==> src/rtl/db_cmd_parser_if.sv <==
// db_cmd_parser_if: UART byte stream and MCU debug-port signals of the command parser.
interface db_cmd_parser_if;
    logic [7:0] rx_data;
    logic rx_valid;
    logic [7:0] tx_data;
    logic tx_valid;
    logic tx_ready;
    logic [31:0] pc;
    logic mcu_busy;
    logic [31:0] d_rd;
    logic error;
    logic [31:0] addr;
    logic [31:0] d_in;
    logic valid;
    logic pause;
    logic resume;
    logic mcu_reset;
    logic reg_rd;
    logic reg_wr;
    logic mem_rd;
    logic mem_wr;
    logic [3:0] mem_be;
    modport master (
        input rx_data, rx_valid, tx_ready, pc, mcu_busy, d_rd, error,
        output tx_data, tx_valid, addr, d_in, valid, pause, resume, mcu_reset, reg_rd, reg_wr, mem_rd, mem_wr, mem_be
    );
    modport slave (
        output rx_data, rx_valid, tx_ready, pc, mcu_busy, d_rd, error,
        input tx_data, tx_valid, addr, d_in, valid, pause, resume, mcu_reset, reg_rd, reg_wr, mem_rd, mem_wr, mem_be
    );
endinterface

==> src/rtl/db_cmd_parser.sv <==
// db_cmd_parser: assembles UART host frames into single-cycle MCU debug commands and returns replies.
// Define DB_CMD_CHECKSUM_EN to require a trailing XOR checksum byte on every known frame.
module db_cmd_parser #(
    parameter int unsigned BYTE_TIMEOUT = 1000000,
    parameter int unsigned BUSY_TIMEOUT = 65536
) (
    input logic clk,
    input logic reset,
    db_cmd_parser_if.master bus
);
    localparam logic [7:0] OP_PAUSE = 8'h01, OP_RESUME = 8'h02, OP_RESET = 8'h03, OP_REG_RD = 8'h04;
    localparam logic [7:0] OP_REG_WR = 8'h05, OP_MEM_RD = 8'h06, OP_MEM_WR = 8'h07, OP_MEM_WB = 8'h08;
    localparam logic [7:0] OP_STATUS = 8'h09;
    typedef enum logic [2:0] {
        IDLE, ADDR, DATA, ISSUE, WAIT, RESP, ERR
`ifdef DB_CMD_CHECKSUM_EN
        , CHK
`endif
    } state_t;
    state_t state_q, state_d;
    logic [7:0] op_q, op_d;
    logic [31:0] addr_q, addr_d, din_q, din_d, word_q, word_d, cnt_q, cnt_d;
    logic [3:0] be_q, be_d;
    logic [1:0] idx_q, idx_d;
    logic multi_q, multi_d;
    logic framing, fin, exec, issue;
`ifdef DB_CMD_CHECKSUM_EN
    logic [7:0] csum_q, csum_d;
`endif
    function automatic logic needs_addr(input logic [7:0] op);
        return op inside {[OP_REG_RD:OP_MEM_WB]};
    endfunction
    function automatic logic needs_data(input logic [7:0] op);
        return op inside {OP_REG_WR, OP_MEM_WR, OP_MEM_WB};
    endfunction
    function automatic logic is_read(input logic [7:0] op);
        return op inside {OP_REG_RD, OP_MEM_RD};
    endfunction
    always_comb begin
        state_d = state_q;
        op_d = op_q;
        addr_d = addr_q;
        din_d = din_q;
        word_d = word_q;
        be_d = be_q;
        idx_d = idx_q;
        multi_d = multi_q;
        cnt_d = '0;
        fin = 1'b0;
        exec = 1'b0;
`ifdef DB_CMD_CHECKSUM_EN
        csum_d = csum_q;
        framing = state_q inside {ADDR, DATA, CHK};
`else
        framing = state_q inside {ADDR, DATA};
`endif
        // a stalled host abandons the partial frame silently
        if (framing && !bus.rx_valid) begin
            cnt_d = cnt_q + 32'd1;
            state_d = (cnt_q == BYTE_TIMEOUT - 1) ? IDLE : state_q;
        end
        case (state_q)
            IDLE: if (bus.rx_valid) begin
                op_d = bus.rx_data;
                idx_d = 2'd0;
`ifdef DB_CMD_CHECKSUM_EN
                csum_d = bus.rx_data;
`endif
                state_d = !(bus.rx_data inside {[OP_PAUSE:OP_STATUS]}) ? ERR : needs_addr(bus.rx_data) ? ADDR : IDLE;
                fin = bus.rx_data inside {OP_PAUSE, OP_RESUME, OP_RESET, OP_STATUS};
            end
            ADDR, DATA: if (bus.rx_valid) begin
                idx_d = idx_q + 2'd1;
`ifdef DB_CMD_CHECKSUM_EN
                csum_d = csum_q ^ bus.rx_data;
`endif
                if (state_q == ADDR) addr_d = {addr_q[23:0], bus.rx_data};
                else din_d = {din_q[23:0], bus.rx_data};
                if (idx_q == 2'd3) begin
                    state_d = (state_q == ADDR && needs_data(op_q)) ? DATA : state_q;
                    fin = !(state_q == ADDR && needs_data(op_q));
                end
            end
`ifdef DB_CMD_CHECKSUM_EN
            CHK: if (bus.rx_valid) begin
                exec = bus.rx_data == csum_q;
                if (bus.rx_data != csum_q) begin
                    state_d = RESP;
                    word_d = {8'hFD, 24'h0};
                    multi_d = 1'b0;
                    idx_d = 2'd0;
                end
            end
`endif
            ISSUE: state_d = WAIT;
            WAIT: if (!bus.mcu_busy) begin
                state_d = RESP;
                idx_d = 2'd0;
                multi_d = is_read(op_q);
                word_d = is_read(op_q) ? bus.d_rd : {bus.error ? 8'hFE : 8'h00, 24'h0};
            end else begin
                cnt_d = cnt_q + 32'd1;
                state_d = (cnt_q == BUSY_TIMEOUT - 1) ? ERR : WAIT;
            end
            RESP: if (bus.tx_ready) begin
                word_d = {word_q[23:0], 8'h00};
                idx_d = idx_q + 2'd1;
                state_d = (!multi_q || idx_q == 2'd3) ? IDLE : RESP;
            end
            ERR: state_d = bus.tx_ready ? IDLE : ERR;
            default: state_d = IDLE;
        endcase
`ifdef DB_CMD_CHECKSUM_EN
        if (fin) state_d = CHK;
`else
        exec = fin;
`endif
        // status is answered locally; everything else goes to the MCU
        if (exec && op_d == OP_STATUS) begin
            state_d = RESP;
            word_d = bus.pc;
            multi_d = 1'b1;
            idx_d = 2'd0;
        end else if (exec) begin
            state_d = ISSUE;
            din_d = (op_d == OP_MEM_WB) ? {4{din_d[7:0]}} : din_d;
            be_d = (op_d == OP_MEM_WB) ? 4'b0001 << addr_d[1:0] : (op_d == OP_MEM_WR) ? 4'hF : 4'h0;
        end
    end
    always_ff @(posedge clk) begin
        if (reset) begin
            state_q <= IDLE;
            op_q <= '0;
            addr_q <= '0;
            din_q <= '0;
            word_q <= '0;
            cnt_q <= '0;
            be_q <= '0;
            idx_q <= '0;
            multi_q <= 1'b0;
`ifdef DB_CMD_CHECKSUM_EN
            csum_q <= '0;
`endif
        end else begin
            state_q <= state_d;
            op_q <= op_d;
            addr_q <= addr_d;
            din_q <= din_d;
            word_q <= word_d;
            cnt_q <= cnt_d;
            be_q <= be_d;
            idx_q <= idx_d;
            multi_q <= multi_d;
`ifdef DB_CMD_CHECKSUM_EN
            csum_q <= csum_d;
`endif
        end
    end
    assign issue = state_q == ISSUE;
    assign bus.valid = issue;
    assign bus.pause = issue && op_q == OP_PAUSE;
    assign bus.resume = issue && op_q == OP_RESUME;
    assign bus.mcu_reset = issue && op_q == OP_RESET;
    assign bus.reg_rd = issue && op_q == OP_REG_RD;
    assign bus.reg_wr = issue && op_q == OP_REG_WR;
    assign bus.mem_rd = issue && op_q == OP_MEM_RD;
    assign bus.mem_wr = issue && (op_q == OP_MEM_WR || op_q == OP_MEM_WB);
    assign bus.addr = addr_q;
    assign bus.d_in = din_q;
    assign bus.mem_be = be_q;
    assign bus.tx_valid = state_q inside {RESP, ERR};
    assign bus.tx_data = (state_q == ERR) ? 8'hFF : (state_q == RESP) ? word_q[31:24] : 8'h00;
endmodule

==> src/flat_wrapper.sv <==
// flat-port wrapper written by rule: the top's interface ports become plain ports
module db_cmd_parser_flat 
#(
    parameter int unsigned BYTE_TIMEOUT = 1000000,
    parameter int unsigned BUSY_TIMEOUT = 65536
)
  (clk, reset, bus_rx_data, bus_rx_valid, bus_tx_ready, bus_pc, bus_mcu_busy, bus_d_rd, bus_error, bus_tx_data, bus_tx_valid, bus_addr, bus_d_in, bus_valid, bus_pause, bus_resume, bus_mcu_reset, bus_reg_rd, bus_reg_wr, bus_mem_rd, bus_mem_wr, bus_mem_be);
  db_cmd_parser_if bus_i ();
  input logic clk;
  input logic reset;
  input wire logic [$bits(bus_i.rx_data)-1:0] bus_rx_data;
  input wire logic [$bits(bus_i.rx_valid)-1:0] bus_rx_valid;
  input wire logic [$bits(bus_i.tx_ready)-1:0] bus_tx_ready;
  input wire logic [$bits(bus_i.pc)-1:0] bus_pc;
  input wire logic [$bits(bus_i.mcu_busy)-1:0] bus_mcu_busy;
  input wire logic [$bits(bus_i.d_rd)-1:0] bus_d_rd;
  input wire logic [$bits(bus_i.error)-1:0] bus_error;
  output wire logic [$bits(bus_i.tx_data)-1:0] bus_tx_data;
  output wire logic [$bits(bus_i.tx_valid)-1:0] bus_tx_valid;
  output wire logic [$bits(bus_i.addr)-1:0] bus_addr;
  output wire logic [$bits(bus_i.d_in)-1:0] bus_d_in;
  output wire logic [$bits(bus_i.valid)-1:0] bus_valid;
  output wire logic [$bits(bus_i.pause)-1:0] bus_pause;
  output wire logic [$bits(bus_i.resume)-1:0] bus_resume;
  output wire logic [$bits(bus_i.mcu_reset)-1:0] bus_mcu_reset;
  output wire logic [$bits(bus_i.reg_rd)-1:0] bus_reg_rd;
  output wire logic [$bits(bus_i.reg_wr)-1:0] bus_reg_wr;
  output wire logic [$bits(bus_i.mem_rd)-1:0] bus_mem_rd;
  output wire logic [$bits(bus_i.mem_wr)-1:0] bus_mem_wr;
  output wire logic [$bits(bus_i.mem_be)-1:0] bus_mem_be;
  assign bus_i.rx_data = bus_rx_data;
  assign bus_i.rx_valid = bus_rx_valid;
  assign bus_i.tx_ready = bus_tx_ready;
  assign bus_i.pc = bus_pc;
  assign bus_i.mcu_busy = bus_mcu_busy;
  assign bus_i.d_rd = bus_d_rd;
  assign bus_i.error = bus_error;
  assign bus_tx_data = bus_i.tx_data;
  assign bus_tx_valid = bus_i.tx_valid;
  assign bus_addr = bus_i.addr;
  assign bus_d_in = bus_i.d_in;
  assign bus_valid = bus_i.valid;
  assign bus_pause = bus_i.pause;
  assign bus_resume = bus_i.resume;
  assign bus_mcu_reset = bus_i.mcu_reset;
  assign bus_reg_rd = bus_i.reg_rd;
  assign bus_reg_wr = bus_i.reg_wr;
  assign bus_mem_rd = bus_i.mem_rd;
  assign bus_mem_wr = bus_i.mem_wr;
  assign bus_mem_be = bus_i.mem_be;
  db_cmd_parser #(.BYTE_TIMEOUT(BYTE_TIMEOUT), .BUSY_TIMEOUT(BUSY_TIMEOUT)) u_core (.clk(clk), .reset(reset), .bus(bus_i));
endmodule
==> config.mk <==
export PLATFORM = sky130hd
export DESIGN_NAME = db_cmd_parser_flat
export DESIGN_NICKNAME = d
export VERILOG_FILES = /design/src/rtl/db_cmd_parser_if.sv /design/src/rtl/db_cmd_parser.sv /design/src/flat_wrapper.sv
export SDC_FILE = /design/constraint.sdc
export NUM_CORES = 1
export LEC_CHECK = 0
export CORE_MARGIN = 4
export CORE_UTILIZATION = 52
export CTS_BUF_LIST = sky130_fd_sc_hd__clkbuf_8
export DETAILED_ROUTE_END_ITERATION = 12
export PLACE_DENSITY_LB_ADDON = 0.2
export SLEW_MARGIN = 5
export SYNTH_ARGS = -nofsm -noshare
export SYNTH_HDL_FRONTEND = slang
export SYNTH_SLANG_ARGS = --single-unit
==> constraint.sdc <==
create_clock -name clk -period 2.7 [get_ports clk]
set_input_delay 0.27 -clock clk [delete_from_list [all_inputs] [get_ports clk]]
set_output_delay 0.27 -clock clk [all_outputs]
set_load 0.005 [all_outputs]
==> results_dict.tcl <==
set metrics [dict create \
    grt_max_degree 57 \
    pwr-share-seq_pct 46.1 \
    ctsHoldBuffers 0 \
    multi_input_area_sq_um 3850 \
    gp_congestion 0.857 \
    cts_buffers 17 \
    rsz0062_at_grt "no" \
    setup-tns-final_ns 0 \
    min_period_ns 2.61 \
    setup_viol 0 \
    drtIter0Drc 853 \
    yosysTopAreaCellShare_pct 41.1 \
    post_drt_wl_per_cell_um 16.4 \
    switching_share_pct 25.8 \
    syn_area_sq_um 7120 \
    worst-path-buf-inv 1 \
    fp.dieW_um 125 \
    numPortBuffers 162 \
    r2r_slack_ns 0.31 \
    grt_pass1_wl_mm 33.3 \
    drt_pre_antenna_iters 6 \
    boundaryPins 163 \
    synth_seq_cells 146 \
    syn_nets 978 \
    power.density_nw_per_um2 523 \
    hp-class "input port to register" \
    worst_pin_slew_ns 0.603 \
    max_stage_delay_ns 0.58 \
    synth_simple_gate_area_share_pct 26.5 \
    initial_core_util_pct 53.5 \
    fin_skew_ns 0.0117 \
    synth_edf_count 0 \
    yosys_warnings 0 \
    antenna_found_initial 0 \
    core_area_sq_um 13300 \
    path_class "register to output port" \
    p_clk_share_pct 38.3 \
    synthCells 898 \
    r2r-end "u_core.bus.d_in[30]" \
    cts_tree "built" \
    drv_cap 0 \
    synth_ff_type "dfxtp_1" \
    synth.distinct_cells 63 \
    dp_slack_ns 0.209 \
    synth_top_cell_by_area "dfxtp_1" \
    rows 42 \
    synth_seq_area_share_pct 41.1 \
    status "complete, no violations" \
    clk_pin_slew_worst_paths_ns 0.07 \
    synth_mux_area_share_pct 0.440 \
    fillers 1086 \
    maxSlewViolCount 0 \
    hpwl_mm 13.9 \
    seqCellArea_sq_um 2930 \
    syn_avg_cell_area_sq_um 7.92 \
    htreeDepth 4 \
    switchingPower_mw 1.28 \
    leakagePower_nw 3.29 \
    wl_mm 20.3 \
    dieArea_sq_um 15600 \
    drive_above_1_share_pct 9.66 \
    reg2regPathDepth 5 \
    max_freq_mhz 384 \
    cp_slowest_cell "or4_4" \
    r2r_start "u_core.op_q[2]" \
    critPathTopFamily "simple AND/OR/NAND/NOR gates" \
    cp_data_arrival_time_ns 2.34 \
    final_antenna_net_count 0 \
    cts-root-buf "clkbuf_8" \
    overflow 0 \
    slew_headroom_pct 59.6 \
    die_y_um 125 \
    synthAdderAreaFrac_pct 0.352 \
    area_growth_pct 33.3 \
    cts_sinks 146 \
    hold_path_end "u_core.bus.addr[0]" \
    synth-xor-area-share_pct 3.45 \
    cp.depth 4 \
    clockBufferDepth 2 \
    synth_area_leaders "dfxtp_1 41%, nand2_1 9.3%, a21oi_1 5.3%" \
    first_global_vias 6550 \
    hold_viol 0 \
    synth_compound_area_share_pct 22.8 \
    pwr-share-comb_pct 15.6 \
    peakVddDrop_uv 379 \
    synth.most_common_cell "nand2_1" \
    worstPathRequired_ns 2.43 \
    worstSkewPairLatency_ns 0.45 \
    worstHoldStart "reset" \
    cp_cell_sequence "or4_4, or2_2, nor2_1, clkdlybuf4s50_1" \
    critPathCaptureType "output port" \
    hold_path_depth 2 \
    start_kind "register" \
    viasPerCell 5.81 \
    nets 1124 \
    antennaDiodeCount 0 \
    ys_top_cells_by_count "176 x nand2_1, 146 x dfxtp_1, 75 x a21oi_1, 66 x nor2_1, 56 x clkbuf_1" \
    synth_top_family_by_area "simple AND/OR/NAND/NOR gates" \
    num_vias 7160 \
    critical_path.max_fanout 5 \
    grt.total_usage_pct 25.4 \
    postSynth.asyncResetShare_pct 0 \
    worst_slack_ns 0.0940 \
    timing.final.crit_share_pct 96.5 \
    drc 0 \
    p_int_mw 3.68 \
]
metal layers:
layer	track usage (%)	up-vias	wire, um
met4	6.31	0	296
met1	37.2	3361	9450
li1	-	3497	-
met3	6.10	27	1340
met2	37.6	275	9160
met5	0	-	0
how the worst max path moves through the flow:
stage	from	to	slack (ns)
finish	u_core.op_q[7]	bus_reg_wr	0.09
global route	u_core.op_q[7]	bus_resume	0.004
CTS	u_core.op_q[7]	bus_resume	0.05
detailed placement	bus_rx_data[4]	u_core.word_q[8]	0.21
global placement	bus_rx_data[4]	u_core.word_q[5]	0.24
floorplan	u_core.op_q[7]	u_core.word_q[2]	0.64
placed cells by master, fill, tap and decap left out, drive strengths merged, types with 5 or more instances in the layout:
cell,n
nand4,13
nand3,55
buf,43
nor2b,15
a31oi,33
or3,6
nor3b,5
xnor2,7
a211oi,12
a22oi,5
o211ai,33
inv,11
nor2,66
a21o,7
nand2,176
nor4,11
dfxtp,146
a21oi,78
xor2,21
clkbuf,21
clkdlybuf4s50,158
and3,5
o21ai,23
a22o,32
or4,7
power by group through the flow:
stage	clock network, mW	registers, mW	logic (mW)
2_1_floorplan	0	2.30	0.435
3_3_place_gp	0	2.33	0.749
3_5_place_dp	0	2.33	0.754
4_1_cts	1.93	2.28	0.763
5_1_grt	2.02	2.29	0.841
6_report	1.90	2.28	0.772
cells by family after synthesis:
kind of cell / after synthesis
muxes: 3
and+or+nand+nor: 389
AOI/OAI and AO/OA: 244
xor gates and xnor gates: 28
buffers and inverters: 86
adders and majority gates: 2
DFF: 146
through the flow:
step | instances | power [mW] | cell area [sq um] | utilization (%) | hold slack [ns]
after floorplan | 898 | 2.73 | 7120 | - | 0.406
final | 1232 | 4.96 | 9480 | 71.3 | 0.333
after CTS | 1232 | 4.97 | 9470 | 71.2 | 0.310
after detailed placement | 1201 | 3.08 | 9020 | 67.9 | 0.446
after global routing | 1232 | 5.16 | 9480 | 71.3 | 0.337
after global placement | 1201 | 3.08 | 9020 | 67.9 | 0.441
registers in the layout, summed over array words and instances (netlist names):
name               count
u_core.bus.addr       32
u_core.bus.d_in       32
u_core.bus.mem_be      4
u_core.cnt_q          32
u_core.idx_q           2
u_core.multi_q         1
u_core.op_q            8
u_core.state_q         3
u_core.word_q         32
what timing repair did:
item	in CTS	in global routing
endpoints found under the setup margin	13	3
setup buffers	0	0
resized for setup	6	3
endpoints found under the hold margin	0	0
cloned	0	0
area by class of cell:
class / instances / share of cell area, %
Tap cell: 176 / 2.32
Clock inverter: 10 / 1.64
Inverter: 9 / 0.356
Sequential cell: 146 / 30.9
Clock buffer: 21 / 3.05
Multi-Input combinational cell: 666 / 40.6
Timing Repair Buffer: 204 / 21.2
(Power assumes the default switching activity.)
